`src/rtl/spi_mem_arbiter.sv`:
```
// Round-robin arbiter sharing one SPI memory request port between N requesters.
// One transaction in flight at a time: IDLE -> ISSUE -> RESP -> IDLE.
module spi_mem_arbiter #(
  parameter int N  = 2,
  parameter int AW = 24,
  parameter int DW = 32,
  parameter int GW = $clog2(N)
) (
  input  logic            clk,
  input  logic            rst,
  input  logic [N*AW-1:0] req_addr,
  input  logic [N*DW-1:0] req_wdata,
  input  logic [N-1:0]    req_we,
  input  logic [N-1:0]    req_sel,
  input  logic [N-1:0]    req_valid,
  output logic [N-1:0]    req_ready,
  output logic [DW-1:0]   req_rdata,
  output logic [AW-1:0]   spi_addr,
  output logic [DW-1:0]   spi_wdata,
  output logic            spi_we,
  output logic            spi_mem_select,
  output logic            spi_valid,
  input  logic            spi_ready,
  input  logic [DW-1:0]   spi_rdata,
  output logic            busy,
  output logic [GW-1:0]   grant
);

  typedef enum logic [1:0] {IDLE, ISSUE, RESP} state_t;

  state_t        state_q, state_d;
  logic [GW-1:0] last_q, last_d;
  logic [GW-1:0] grant_q, grant_d;
  logic [AW-1:0] spi_addr_q, spi_addr_d;
  logic [DW-1:0] spi_wdata_q, spi_wdata_d;
  logic          spi_we_q, spi_we_d;
  logic          spi_sel_q, spi_sel_d;
  logic          spi_valid_q, spi_valid_d;
  logic [N-1:0]  req_ready_q, req_ready_d;
  logic [DW-1:0] req_rdata_q, req_rdata_d;
  logic          busy_q, busy_d;

  logic [GW-1:0] win_idx, cand;
  logic          win_found;

  logic [AW-1:0] addr_a  [N];
  logic [DW-1:0] wdata_a [N];

  genvar gi;
  generate
    for (gi = 0; gi < N; gi++) begin : g_unpack
      assign addr_a[gi]  = req_addr[gi*AW +: AW];
      assign wdata_a[gi] = req_wdata[gi*DW +: DW];
    end
  endgenerate

  // Scan from farthest to nearest so the nearest valid index after last_q wins.
  always_comb begin
    win_found = 1'b0;
    win_idx   = '0;
    cand      = '0;
    for (int k = N; k >= 1; k--) begin
      cand = GW'((int'(last_q) + k) % N);
      if (req_valid[cand]) begin
        win_found = 1'b1;
        win_idx   = cand;
      end
    end
  end

  always_comb begin
    state_d     = state_q;
    last_d      = last_q;
    grant_d     = grant_q;
    spi_addr_d  = spi_addr_q;
    spi_wdata_d = spi_wdata_q;
    spi_we_d    = spi_we_q;
    spi_sel_d   = spi_sel_q;
    spi_valid_d = spi_valid_q;
    req_ready_d = '0;
    req_rdata_d = req_rdata_q;
    case (state_q)
      IDLE: begin
        if (win_found) begin
          grant_d     = win_idx;
          last_d      = win_idx;
          spi_addr_d  = addr_a[win_idx];
          spi_wdata_d = wdata_a[win_idx];
          spi_we_d    = req_we[win_idx];
          spi_sel_d   = req_sel[win_idx];
          spi_valid_d = 1'b1;
          state_d     = ISSUE;
        end
      end
      ISSUE: begin
        if (spi_ready) begin
          spi_valid_d          = 1'b0;
          req_rdata_d          = spi_rdata;
          req_ready_d[grant_q] = 1'b1;
          state_d              = RESP;
        end
      end
      RESP:    state_d = IDLE;
      default: state_d = IDLE;
    endcase
    busy_d = (state_d != IDLE);
  end

  always_ff @(posedge clk) begin
    if (rst) begin
      state_q     <= IDLE;
      last_q      <= GW'(N - 1);
      grant_q     <= '0;
      spi_addr_q  <= '0;
      spi_wdata_q <= '0;
      spi_we_q    <= 1'b0;
      spi_sel_q   <= 1'b0;
      spi_valid_q <= 1'b0;
      req_ready_q <= '0;
      req_rdata_q <= '0;
      busy_q      <= 1'b0;
    end else begin
      state_q     <= state_d;
      last_q      <= last_d;
      grant_q     <= grant_d;
      spi_addr_q  <= spi_addr_d;
      spi_wdata_q <= spi_wdata_d;
      spi_we_q    <= spi_we_d;
      spi_sel_q   <= spi_sel_d;
      spi_valid_q <= spi_valid_d;
      req_ready_q <= req_ready_d;
      req_rdata_q <= req_rdata_d;
      busy_q      <= busy_d;
    end
  end

  assign req_ready      = req_ready_q;
  assign req_rdata      = req_rdata_q;
  assign spi_addr       = spi_addr_q;
  assign spi_wdata      = spi_wdata_q;
  assign spi_we         = spi_we_q;
  assign spi_mem_select = spi_sel_q;
  assign spi_valid      = spi_valid_q;
  assign busy           = busy_q;
  assign grant          = grant_q;

endmodule

```
`config.mk`:
```
export PLATFORM = sky130hd
export DESIGN_NAME = spi_mem_arbiter
export DESIGN_NICKNAME = d
export VERILOG_FILES = /design/src/rtl/spi_mem_arbiter.sv
export SDC_FILE = /design/constraint.sdc
export NUM_CORES = 1
export LEC_CHECK = 0
export BUFFER_PORTS_ARGS = -buffer_cell sky130_fd_sc_hd__buf_4
export CAP_MARGIN = 20
export CORE_ASPECT_RATIO = 0.8
export CORE_UTILIZATION = 40
export CTS_BUF_LIST = sky130_fd_sc_hd__clkbuf_8
export DETAILED_ROUTE_END_ITERATION = 10
export HOLD_SLACK_MARGIN = 0.08
export PLACE_DENSITY = 0.76
export RECOVER_POWER = 25
export SETUP_SLACK_MARGIN = 0.5
export SLEW_MARGIN = 20
export SYNTH_ARGS = -nofsm -noshare
export SYNTH_HDL_FRONTEND = slang
export SYNTH_SLANG_ARGS = --single-unit
```
`constraint.sdc`:
```
create_clock -name clk -period 1.6 [get_ports clk]
set_input_delay 0.16 -clock clk [delete_from_list [all_inputs] [get_ports clk]]
set_output_delay 0.16 -clock clk [all_outputs]
set_load 0.005 [all_outputs]
```
==> impl_metrics.tcl, run 1 <==
set metrics [dict create \
    clk_latency_ns 0.39 \
    hp-class "in -> reg" \
    critical_path_class "reg -> reg" \
    vias 6098 \
    fin_skew_ns 0.0221 \
    drv_cap 0 \
    synth_cell_type_count 24 \
    finalHoldViolCount 0 \
    drt_iter0_markers 419 \
    drtAntennaViolNets 0 \
    rsz0062_at_grt "true" \
    ir_worst_vdd_uv 492 \
    critPathMaxFanout 8 \
    dr.pass1.iters 5 \
    track_usage_pct 34.7 \
    fmax_mhz 703 \
    grt-ovfl-total 0 \
    layout_min_cycle_time_ns 1.42 \
    layout_worst_path_cycle_share_pct 88.9 \
    antenna_found_initial 0 \
    cts_buffers 9 \
    syn-cell-area_um2 3990 \
    port_buffers 247 \
    syn_avg_cell_area_um2 7.97 \
    end_kind "register" \
    slew_headroom_pct 70.5 \
    ys_top_cells_by_area "dfxtp_1, nand2_1, a311oi_1" \
    worst_slew_pin_slew_ns 0.443 \
    yosysWarnings 0 \
    cts_root_buf "clkbuf_8" \
    die_height_um 91.3 \
    fp.dieW_um 114 \
    gp_congestion 0.783 \
    netlist.area_leader.share_pct 49.2 \
    io_pins 248 \
    core_um2 9650 \
    synth_ff_type "dfxtp_1" \
    fin_util_pct 91.2 \
    syn-num-nets 653 \
    p_leak_uw 0.00386 \
    ys_seq_elements 98 \
    powerDensity_nw_per_um2 791 \
    synth_common_cells "nand2_1, dfxtp_1, a21oi_1, a311oi_1, buf_2" \
    htreeDepth 3 \
    dieArea_um2 10400 \
    startpoint_type "register" \
    grt_pass1_vias 5685 \
    final_layout_size_suffix_gt1_share_pct 44.2 \
    start_util_pct 41.3 \
    grt_max_degree 60 \
    nets 1055 \
    dp_hpwl_um 9170 \
    async_reset_ff_share_pct 0 \
    clock_sinks 98 \
    synth_top_area_cell "dfxtp_1" \
    finalMaxSlewViolations 0 \
    wl_um 23100 \
    clk_pin_slew_ns 0.09 \
    synth_edf_count 0 \
    tritoncts "yes" \
    area_delta_synth_final_pct 121 \
    outcome "completed" \
    route.detailed.drc 0 \
    timing.setup.tns_ns 0 \
    required_ns 1.87 \
    grt_pass1_wl_um 28000 \
    rows 32 \
    post_drt_wl_per_cell_um 22.1 \
    yosysMostFrequentCell "nand2_1" \
    power_uw 6960 \
    synthCells 500 \
    cts_max_path_buffers 2 \
    cp_data_arrival_time_ns 1.70 \
    viasPerCell 5.84 \
    ys_seq_area_share_pct 49.2 \
    setup_viol 0 \
]
==> placed cells by master, fill, tap and decap left out, types with 2 or more instances in the layout <==
master,Yosys,layout
dlygate4sd3_1,0,148
inv_8,0,2
clkbuf_8,0,9
buf_12,0,17
nand2_4,0,24
clkbuf_1,21,15
nand2_1,183,132
inv_1,2,2
buf_6,2,8
dfxtp_4,0,2
buf_4,4,202
nor2_4,0,2
clkbuf_16,0,13
a21oi_1,93,69
clkbuf_4,0,31
a311oi_2,0,20
nor3_4,0,2
clkinvlp_4,0,3
dfxtp_1,98,95
buf_8,0,5
a311oi_1,58,36
a311oi_4,0,2
nand2_2,0,27
a21oi_2,0,24
==> routing by layer <==
layer,routed length [um],global-route usage (%),vias to the layer above
met5,0,0,-
met3,2360,10.3,155
met4,1610,22.4,0
li1,-,-,2563
met1,7830,36.3,2860
met2,11300,60.4,520
==> worst paths after layout <==
kind                     start             to  slack, ns  cells past startpoint
hold / removal    req_addr[42]   spi_addr[18]       0.08                      3
setup reg to reg    state_q[0]  spi_wdata[21]       0.18                      5
setup / recovery    state_q[0]  spi_wdata[21]       0.18                      5
hold reg to reg          grant   req_ready[0]       0.46                      1
==> metrics by stage <==
stage	hold WS [ns]	instance area [um^2]	instances	setup WS, ns
floorplan	0.296	4040	500	0.478
global placement	0.409	5950	847	0.339
detailed placement	0.419	5950	847	0.275
CTS	0.0842	7840	1020	0.322
global route	0.0822	8800	1043	0.0986
finish	0.0756	8800	1044	0.178
==> cells by family (layout without fill, tap and decap cells) <==
family	Yosys count	after routing	share of synthesized area (%)
simple gates	194	194	18.9
compound gates	157	157	25.6
other cells	0	1	0
buf+inv	51	458	6.25
flops	98	98	49.2
==> registers in the layout (all words and copies together) (netlist names) <==
signal and cells:
busy 1, grant 1, state_q 2, req_rdata 32, spi_valid 1, spi_wdata 32
req_ready 2, spi_we 1, spi_mem_select 1, last_q 1, spi_addr 24
==> power breakdown <==
group	switching [uW]	internal, uW
combinational	1090	1320
clock	965	750
sequential	170	2670
==> cell type report <==
type / count / area, um^2
clock inverters: 7 / 83.8
multi-input cells: 351 / 2320
clock buffers: 9 / 124
flip-flops and latches: 98 / 1970
fillers: 358 / 846
well taps: 136 / 170
inverters: 2 / 7.51
repair buffers: 440 / 4120
diodes: 1 / 2.50
==> what timing repair did <==
| item | in CTS | in global routing |
|---|---|---|
| hold buffers | 148 | 0 |
| setup endpoints to repair | 95 | 98 |
| pin swaps | 6 | 87 |
| endpoints found under the hold margin | 93 | 0 |
| setup buffers | 3 | 5 |
| gates cloned | 6 | 18 |
| resized for setup | 29 | 153 |
==> worst max-delay path, stage by stage, from the launching register on <==
cell and delay [ns]:
dfxtp_1 0.48, buf_4 0.18, nor3_4 0.04, buf_12 0.17
clkbuf_16 0.17, a311oi_1 0.28
Note: power is estimated with default switching activity, not from simulation.
==> run 2: changes to the inputs <==
- clock period: 1.6 -> 1.75 ns (I/O delays scaled with it)
==> run 2 against run 1 <==
Combinational power down 15%. Worst hold slack gained 0.0095 ns. Cell count shrank 5.3%. Clock power is 9.9% lower. Clock skew decreased by 0.0091 ns. Non-clock buffer count down 54. Core utilization shrank 6.7 points. Critical path type unchanged. Largest power group unchanged. Highest routed layer unchanged.
==> impl_metrics.tcl, run 2 (synthesis results as in run 1) <==
set metrics [dict create \
    drt_iter0_markers 405 \
    ir_worst_vdd_uv 482 \
    r2r_end "spi_wdata[8]" \
    area_delta_synth_final_pct 105 \
    drv_cap 0 \
    cp.depth 7 \
    critPathBufInv 4 \
    antenna_found_initial 0 \
    power_uw 6190 \
    crit_slowest_cell "dfxtp_1" \
    io_pins 248 \
    worst_slew_pin_slew_ns 0.485 \
    route.detailed.drc 0 \
    die_height_um 91.3 \
    final_cell_mix "buf_4, nand2_1, dfxtp_1, dlygate4sd3_1, a21oi_1" \
    min_from "req_wdata[31]" \
    crit_end "spi_wdata[8]" \
    clock_sinks 98 \
    slew_headroom_pct 67.7 \
    cp_data_arrival_time_ns 1.66 \
    timing.hold.ws_ns 0.0852 \
    grt-ovfl-total 0 \
    cp-startpoint "state_q[0]" \
    final_common_cell "buf_4" \
    finalHoldViolCount 0 \
    startpoint_type "register" \
    clk_latency_ns 0.36 \
    htreeDepth 3 \
    pre_cts_ws_ns 0.154 \
    required_ns 2.00 \
    rows 32 \
    fp.dieW_um 114 \
    wl_um 20500 \
    fmax_mhz 708 \
    gp_congestion 0.772 \
    grt_pass1_vias 5044 \
    fin_cells 989 \
    grt_max_degree 60 \
    fin_skew_ns 0.0130 \
    core_um2 9650 \
    track_usage_pct 30.0 \
    critical_path_class "reg -> reg" \
    post_drt_wl_per_cell_um 20.7 \
    dieArea_um2 10400 \
    crit_top_cell "buf_6" \
    viasPerCell 5.64 \
    cts_max_path_buffers 2 \
    layout_worst_path_cycle_share_pct 80.7 \
    grt_pass1_wl_um 24700 \
    antenna_cells 0 \
    clk_pin_slew_ns 0.10 \
    tritoncts "yes" \
    end_kind "register" \
    final_layout_size_suffix_gt1_share_pct 46.5 \
    p_leak_uw 0.00360 \
    critPathMaxStageDelay_ns 0.33 \
    rsz0062_at_grt "true" \
    ff2ff_setup_slack_ns 0.34 \
    dr.pass1.iters 5 \
    layout_min_cycle_time_ns 1.41 \
    finalMaxSlewViolations 0 \
    reg2reg_from "state_q[0]" \
    critPathMaxFanout 5 \
    reg2reg_depth 7 \
    drtAntennaViolNets 0 \
    vias 5578 \
    nets 1001 \
    dp.cells 849 \
    setup_viol 0 \
    cp_cell_sequence "buf_6 -> nor2_4 -> buf_4 -> buf_6 -> buf_8 -> a21oi_1 -> a311oi_2" \
    port_buffers 247 \
    hp-class "in -> reg" \
    start_util_pct 41.3 \
    cts_root_buf "clkbuf_8" \
    outcome "completed" \
    cts_buffers 9 \
    path_delay_family "buffers and inverters" \
    powerDensity_nw_per_um2 759 \
    dp_hpwl_um 9070 \
    finalWorstSetupSlack_ns 0.338 \
]
-- run 2: changes by cell type in the layout (fill, tap and decap cells not counted), sizes merged --
cell / change
clkinv: +3
clkbuf: +1
clkinvlp: -3
diode: -1
dlygate4sd3: -68
buf: +13
-- run 2: power by group --
| part | leakage, uW | internal (uW) | switching (uW) |
|---|---|---|---|
| registers | 0.000809 | 2440 | 139 |
| clock network | 0.000108 | 690 | 862 |
| logic | 0.00268 | 1130 | 925 |
-- run 2: metrics by stage --
step           TNS (ns)  area [um^2]  utilization, %
6_report              0         8150            84.5
5_1_grt               0         8150            84.5
4_1_cts               0         7230            74.9
3_5_place_dp          0         6020            62.4
3_3_place_gp      -1.80         6010            62.3
2_1_floorplan         0         3990               -
-- run 2: worst min-delay path by stage --
stage                          endpoint  cells past startpoint  slack (ns)
after detailed placement  req_rdata[31]                      3        0.43
after global placement     req_rdata[8]                      3        0.42
after global routing             spi_we                      3        0.09
final                     spi_wdata[31]                      3        0.09
after floorplan            req_rdata[0]                      2        0.31
after CTS                 spi_wdata[31]                      3        0.08
-- run 2: layer usage --
| metal | up-vias | global-route usage, % | share of wire [%] |
|---|---|---|---|
| met1 | 2667 | 35.4 | 37 |
| met3 | 65 | 7.74 | 11 |
| li1 | 2457 | - | - |
| met2 | 389 | 52.2 | 48 |
| met4 | 0 | 11.2 | 3.8 |
| met5 | - | 0 | 0 |
-- run 2: timing repair --
item | 4_1_cts | 5_1_grt
gates resized for setup | 11 | 120
pin swaps | 54 | 64
setup buffers | 10 | 12
hold endpoints to repair | 61 | 0
hold buffers | 80 | 0
endpoints found under the setup margin | 93 | 92
gates cloned | 3 | 19
-- run 2: area by class of cell --
| type | count | area [um^2] |
|---|---|---|
| Inverter | 2 | 7.51 |
| Tap cell | 136 | 170 |
| Sequential cell | 98 | 1970 |
| Timing Repair Buffer | 386 | 3590 |
| Fill cell | 528 | 1500 |
| Clock buffer | 9 | 124 |
| Clock inverter | 7 | 83.8 |
| Multi-Input combinational cell | 351 | 2210 |
-- run 2: worst min-delay path: cells and delay by family --
kind | cells | cell delay (ns)
AO/OA/AOI/OAI | 1 | 0.07
AND/OR/NAND/NOR | 1 | 0.05
buffers and inverters | 1 | 0.11
